### src/rtl/mem_stage_ctrl.sv
`default_nettype none
// +-----------------------------------------------------------------------------+
// | Module      : mem_stage_ctrl                                                |
// | Description : Memory-stage load/store sequencer: converts a memory-stage    |
// |               access into one req/ack bus transaction, stalls MEM/WB until  |
// |               it completes and reports misalignment/access-fault causes.    |
// |               Optional REQ watchdog enabled by defining MEM_TIMEOUT_EN.     |
// | Revision    : 1.0 - initial release                                         |
// +-----------------------------------------------------------------------------+
module mem_stage_ctrl #(
    parameter int ADDR_WIDTH     = 64,
    parameter int DATA_WIDTH     = 64,
    parameter int TIMEOUT_CYCLES = 255
) (
    input  logic                  i_clk,
    input  logic                  i_arst_n,
    input  logic                  i_mem_access,
    input  logic                  i_mem_we,
    input  logic [1:0]            i_size,
    input  logic [ADDR_WIDTH-1:0] i_addr,
    input  logic [DATA_WIDTH-1:0] i_wdata,
    input  logic                  i_flush,
    output logic                  o_mem_req,
    output logic                  o_mem_we,
    output logic [ADDR_WIDTH-1:0] o_mem_addr,
    output logic [DATA_WIDTH-1:0] o_mem_wdata,
    input  logic                  i_mem_ack,
    input  logic                  i_mem_err,
    input  logic [DATA_WIDTH-1:0] i_mem_rdata,
    output logic                  o_stall_wb,
    output logic [DATA_WIDTH-1:0] o_read_data,
    output logic                  o_fault,
    output logic [3:0]            o_cause
);

    localparam logic [3:0] C_CAUSE_LD_MISALIGN = 4'd4;
    localparam logic [3:0] C_CAUSE_LD_ACCESS   = 4'd5;
    localparam logic [3:0] C_CAUSE_ST_MISALIGN = 4'd6;
    localparam logic [3:0] C_CAUSE_ST_ACCESS   = 4'd7;

    typedef enum logic [1:0] {
        ST_IDLE = 2'd0,
        ST_REQ  = 2'd1,
        ST_RESP = 2'd2
    } state_t;

    generate
        if (TIMEOUT_CYCLES < 1 || TIMEOUT_CYCLES > 255) begin : g_bad_timeout
            $error("mem_stage_ctrl: TIMEOUT_CYCLES must be in 1..255");
        end
    endgenerate

    state_t                  state_q;
    logic                    mem_req_q;
    logic                    mem_we_q;
    logic [ADDR_WIDTH-1:0]   mem_addr_q;
    logic [DATA_WIDTH-1:0]   mem_wdata_q;
    logic [DATA_WIDTH-1:0]   read_data_q;
    logic                    fault_q;
    logic [3:0]              cause_q;
    logic                    drop_q;

    logic                    w_misaligned;
    logic                    w_drop;
    logic                    w_timeout;

    always_comb begin
        w_misaligned = 1'b0;
        case (i_size)
            2'd0:    w_misaligned = 1'b0;
            2'd1:    w_misaligned = i_addr[0];
            2'd2:    w_misaligned = |i_addr[1:0];
            default: w_misaligned = |i_addr[2:0];
        endcase
    end

    // A flush arriving in the ack cycle itself also kills the access.
    assign w_drop = drop_q | i_flush;

`ifdef MEM_TIMEOUT_EN
    localparam logic [7:0] C_TMO_LAST = 8'(TIMEOUT_CYCLES - 1);
    logic [7:0] tmo_cnt_q;
    assign w_timeout = (tmo_cnt_q == C_TMO_LAST);
`else
    assign w_timeout = 1'b0;
`endif

    always_ff @(posedge i_clk or negedge i_arst_n) begin
        if (!i_arst_n) begin
            state_q     <= ST_IDLE;
            mem_req_q   <= 1'b0;
            mem_we_q    <= 1'b0;
            mem_addr_q  <= '0;
            mem_wdata_q <= '0;
            read_data_q <= '0;
            fault_q     <= 1'b0;
            cause_q     <= 4'd0;
            drop_q      <= 1'b0;
`ifdef MEM_TIMEOUT_EN
            tmo_cnt_q   <= 8'd0;
`endif
        end else begin
            case (state_q)
                ST_IDLE: begin
                    if (i_mem_access && !i_flush) begin
                        if (w_misaligned) begin
                            fault_q <= 1'b1;
                            cause_q <= i_mem_we ? C_CAUSE_ST_MISALIGN : C_CAUSE_LD_MISALIGN;
                            state_q <= ST_RESP;
                        end else begin
                            mem_req_q   <= 1'b1;
                            mem_we_q    <= i_mem_we;
                            mem_addr_q  <= i_addr;
                            mem_wdata_q <= i_wdata;
                            drop_q      <= 1'b0;
`ifdef MEM_TIMEOUT_EN
                            tmo_cnt_q   <= 8'd0;
`endif
                            state_q     <= ST_REQ;
                        end
                    end
                end

                ST_REQ: begin
                    if (i_flush) begin
                        drop_q <= 1'b1;
                    end
                    // Ack is checked first so it wins over a same-cycle timeout.
                    if (i_mem_ack) begin
                        mem_req_q <= 1'b0;
                        drop_q    <= 1'b0;
                        if (w_drop) begin
                            state_q <= ST_IDLE;
                        end else begin
                            if (!mem_we_q) begin
                                read_data_q <= i_mem_rdata;
                            end
                            if (i_mem_err) begin
                                fault_q <= 1'b1;
                                cause_q <= mem_we_q ? C_CAUSE_ST_ACCESS : C_CAUSE_LD_ACCESS;
                            end
                            state_q <= ST_RESP;
                        end
                    end else if (w_timeout) begin
                        mem_req_q <= 1'b0;
                        drop_q    <= 1'b0;
                        if (w_drop) begin
                            state_q <= ST_IDLE;
                        end else begin
                            fault_q <= 1'b1;
                            cause_q <= mem_we_q ? C_CAUSE_ST_ACCESS : C_CAUSE_LD_ACCESS;
                            state_q <= ST_RESP;
                        end
                    end else begin
`ifdef MEM_TIMEOUT_EN
                        tmo_cnt_q <= tmo_cnt_q + 8'd1;
`endif
                    end
                end

                ST_RESP: begin
                    fault_q <= 1'b0;
                    cause_q <= 4'd0;
                    state_q <= ST_IDLE;
                end

                default: begin
                    state_q <= ST_IDLE;
                end
            endcase
        end
    end

    // Gated by reset so every output reads 0 while reset is held.
    assign o_stall_wb  = i_arst_n &
                         (((state_q == ST_IDLE) & i_mem_access & ~i_flush) |
                          (state_q == ST_REQ));
    assign o_mem_req   = mem_req_q;
    assign o_mem_we    = mem_we_q;
    assign o_mem_addr  = mem_addr_q;
    assign o_mem_wdata = mem_wdata_q;
    assign o_read_data = read_data_q;
    assign o_fault     = fault_q;
    assign o_cause     = cause_q;

endmodule
`default_nettype wire

### config.mk
export PLATFORM = sky130hd
export DESIGN_NAME = mem_stage_ctrl
export DESIGN_NICKNAME = d
export VERILOG_FILES = /design/src/rtl/mem_stage_ctrl.sv
export SDC_FILE = /design/constraint.sdc
export NUM_CORES = 1
export LEC_CHECK = 0
export CAP_MARGIN = 20
export CORE_AREA = 2 2 156 158
export CTS_CLUSTER_SIZE = 8
export DETAILED_ROUTE_END_ITERATION = 10
export DIE_AREA = 0 0 158 160
export GPL_ROUTABILITY_DRIVEN = 0
export PLACE_DENSITY = 0.68
export SYNTH_ARGS = -nofsm -noshare
export SYNTH_HDL_FRONTEND = slang
export SYNTH_SLANG_ARGS = --single-unit
### constraint.sdc
create_clock -name i_clk -period 5.1 [get_ports i_clk]
set_input_delay 1.02 -clock i_clk [delete_from_list [all_inputs] [get_ports i_clk]]
set_output_delay 1.02 -clock i_clk [all_outputs]
set_load 0.05 [all_outputs]
==> metrics.yaml <==
crit_fanout: 6
dr.pass1.iters: 4
start_kind: "input pin"
path_buf_inv: 2
grt_max_degree: 112
areaGrowthSynthToFinish_pct: 65.40
use_met1_pct: 18.71
fin_crit_ps: 3865
ys_async_sr_fraction_pct: 100.0
synth_area_um2: 7706
hpwl_um: 15140
finalHoldViolations: 0
layout.nets: 1083
hp-class: "in -> async"
critPathRequiredTime_ps: 4080
antenna_left: 0
die-area_um2: 25280
holdWs_ps: 370.4
cts_tree: "yes"
synthMuxAreaShare_pct: 28.75
grt-busiest-layer: "met2"
clock-sinks: 201
drt-initial-drc-count: 176
initial_core_util_pct: 32.35
final_common_cell: "clkdlybuf4s50_1"
ys.flop_type: "dfrtp_1"
grt_setup_unrepaired: "false"
grt_pass1_vias: 5802
die_w_um: 158
vias: 5363
synth_compound_area_share_pct: 1.656
synthTopCellsByArea: "dfrtp_1 (65%), mux2_2 (16%), mux2_1 (13%)"
rows: 57
drive_above_1_share_pct: 16.74
tns_ps: 0
rr_worst_depth: 6
synth-seq-cells: 201
layout.core_utilization_pct: 53.51
critPathMaxStageDelay_ps: 810
fmax_mhz: 258.7
endpoint_kind: "primary output"
finalPower_mw: 9.900
finalSetupViolCount: 0
crit_arrival_ps: 2850
synth_top_family_by_area: "multiplexers"
final_area_um2: 12750
insertion_delay_ps: 530
grt_overflow: 0
post_cts_buffers: 0
numCtsBuffers: 29
port-buffer-count: 399
grt_pass1_wl_um: 32100
cp_num_cells: 5
ys_types: 32
fill_cells: 2050
grt.total_usage_pct: 16.24
wire_per_inst_um: 17.35
drc: 0
hold_buffers: 0
ctsResizeCount: 0
slew_headroom_pct: 36.55
die_y_um: 160
maxCapViolations: 0
synth_edf_count: 0
grt_util_met2_pct: 27.63
h-tree-depth: 1
synth-simple-area-share_pct: 0.8118
synth_top_area_share_pct: 65.27
yosysSeqAreaShare_pct: 65.27
synth-xor-area-share_pct: 0
ioPinCount: 401
placed_area_um2: 12000
syn-num-nets: 671
synth_cells: 465
cpMostUsedCell: "clkdlybuf4s50_1"
tightest_slew_ps: 951.8
pwr_density_cell_nw_per_um2: 776.7
slew_violations: 0
final_cell_mix: "clkdlybuf4s50_1 (398), dfrtp_1 (201), mux2_2 (107)"
crit_chain: "clkdlybuf4s50_1 > nand2b_1 > nor2_1 > o21a_1 > clkdlybuf4s50_1"
cts_root_buffer: "clkbuf_16"
grtUsageMet3_pct: 6.187
clock_skew_ps: 17.57
cts_buffer_depth: 3
grt_antenna_before_repair: 1
leakagePower_nw: 5.463
synth.largest_area_cell: "dfrtp_1"
synth_fa_ha_area_share_pct: 0.8118
syn_avg_cell_area_um2: 16.57
clk_pin_slew_worst_paths_ps: 50
vias_per_cell: 4.458
ys_warn_count: 0
design.core.area_um2: 23820
critPathKind: "in -> out"
outcome: "finished, final reports clean"
routed_wirelength_um: 20870
post-route-period-util_pct: 75.79
peakVddDrop_uv: 413.2
cp_slowest_cell: "clkdlybuf4s50_1"
cp_top_family: "buffers and inverters"
layout make-up:
cell class | count | area, um^2 | area share, %
diodes | 1 | 2.502 | 0.01963
clock buffers | 30 | 729.5 | 5.723
clock inverters | 2 | 17.52 | 0.1374
inverters | 7 | 26.28 | 0.2061
multi-input cells | 233 | 2480 | 19.46
flip-flops and latches | 201 | 5030 | 39.46
well taps | 324 | 405.4 | 3.181
repair buffers | 405 | 4055 | 31.82
cell usage after synthesis, types with 2 or more instances:
| master | n |
|---|---|
| a21o_1 | 2 |
| buf_2 | 10 |
| o21ai_0 | 2 |
| dfrtp_1 | 201 |
| nand2_1 | 2 |
| inv_1 | 6 |
| ha_1 | 5 |
| buf_6 | 9 |
| mux2i_1 | 2 |
| a21oi_1 | 2 |
| mux2_2 | 107 |
| nor2_1 | 5 |
| nand3_1 | 3 |
| mux2_1 | 88 |
| buf_4 | 2 |
| clkbuf_1 | 3 |
registers in the layout (all words and copies together), names as in the netlist:
register / cells
o_mem_wdata: 64
o_read_data: 64
o_cause: 3
o_mem_addr: 64
drop_q: 1
o_mem_we: 1
state_q: 2
o_mem_req: 1
o_fault: 1
where the power goes:
part	leakage (nW)	internal, mW	switching [mW]
sequential	2.49	2.38	0.363
combinational	2.61	1.96	3.56
clock	0.367	0.993	0.646
stage by stage:
| step | worst slack, ps | std cells |
|---|---|---|
| 2_1_floorplan | 2348 | 465 |
| 3_3_place_gp | 1267 | 1170 |
| 5_1_grt | 1173 | 1202 |
| 6_report | 1235 | 1203 |
| 4_1_cts | 1228 | 1202 |
| 3_5_place_dp | 1233 | 1170 |
path summary, 6_finish.rpt:
path,start,slack [ps],to
hold reg to reg,o_mem_wdata[1],480,o_mem_wdata[1]
max in group asynchronous,i_arst_n,3470,o_mem_addr[9]
setup reg to reg,state_q[0],2680,o_mem_wdata[22]
setup / recovery,i_flush,1230,o_stall_wb
min in group i_clk,o_mem_wdata[1],480,o_mem_wdata[1]
hold / removal,i_arst_n,370,o_mem_wdata[26]
cells by family (layout without fill, tap and decap cells):
kind of cell	count (synthesis)	after routing
adders and majority gates	5	5
and+or+nand+nor	13	13
other	1	2
AOI/OAI and AO/OA	17	17
muxes	197	197
buffers and inverters	31	444
DFF	201	201
per-layer routing:
layer	wire length (um)	up-vias
met5	0	-
met4	675	0
met3	2170	44
met2	10010	264
met1	8019	2597
li1	-	2458
Note: power is estimated with default switching activity, not from simulation.
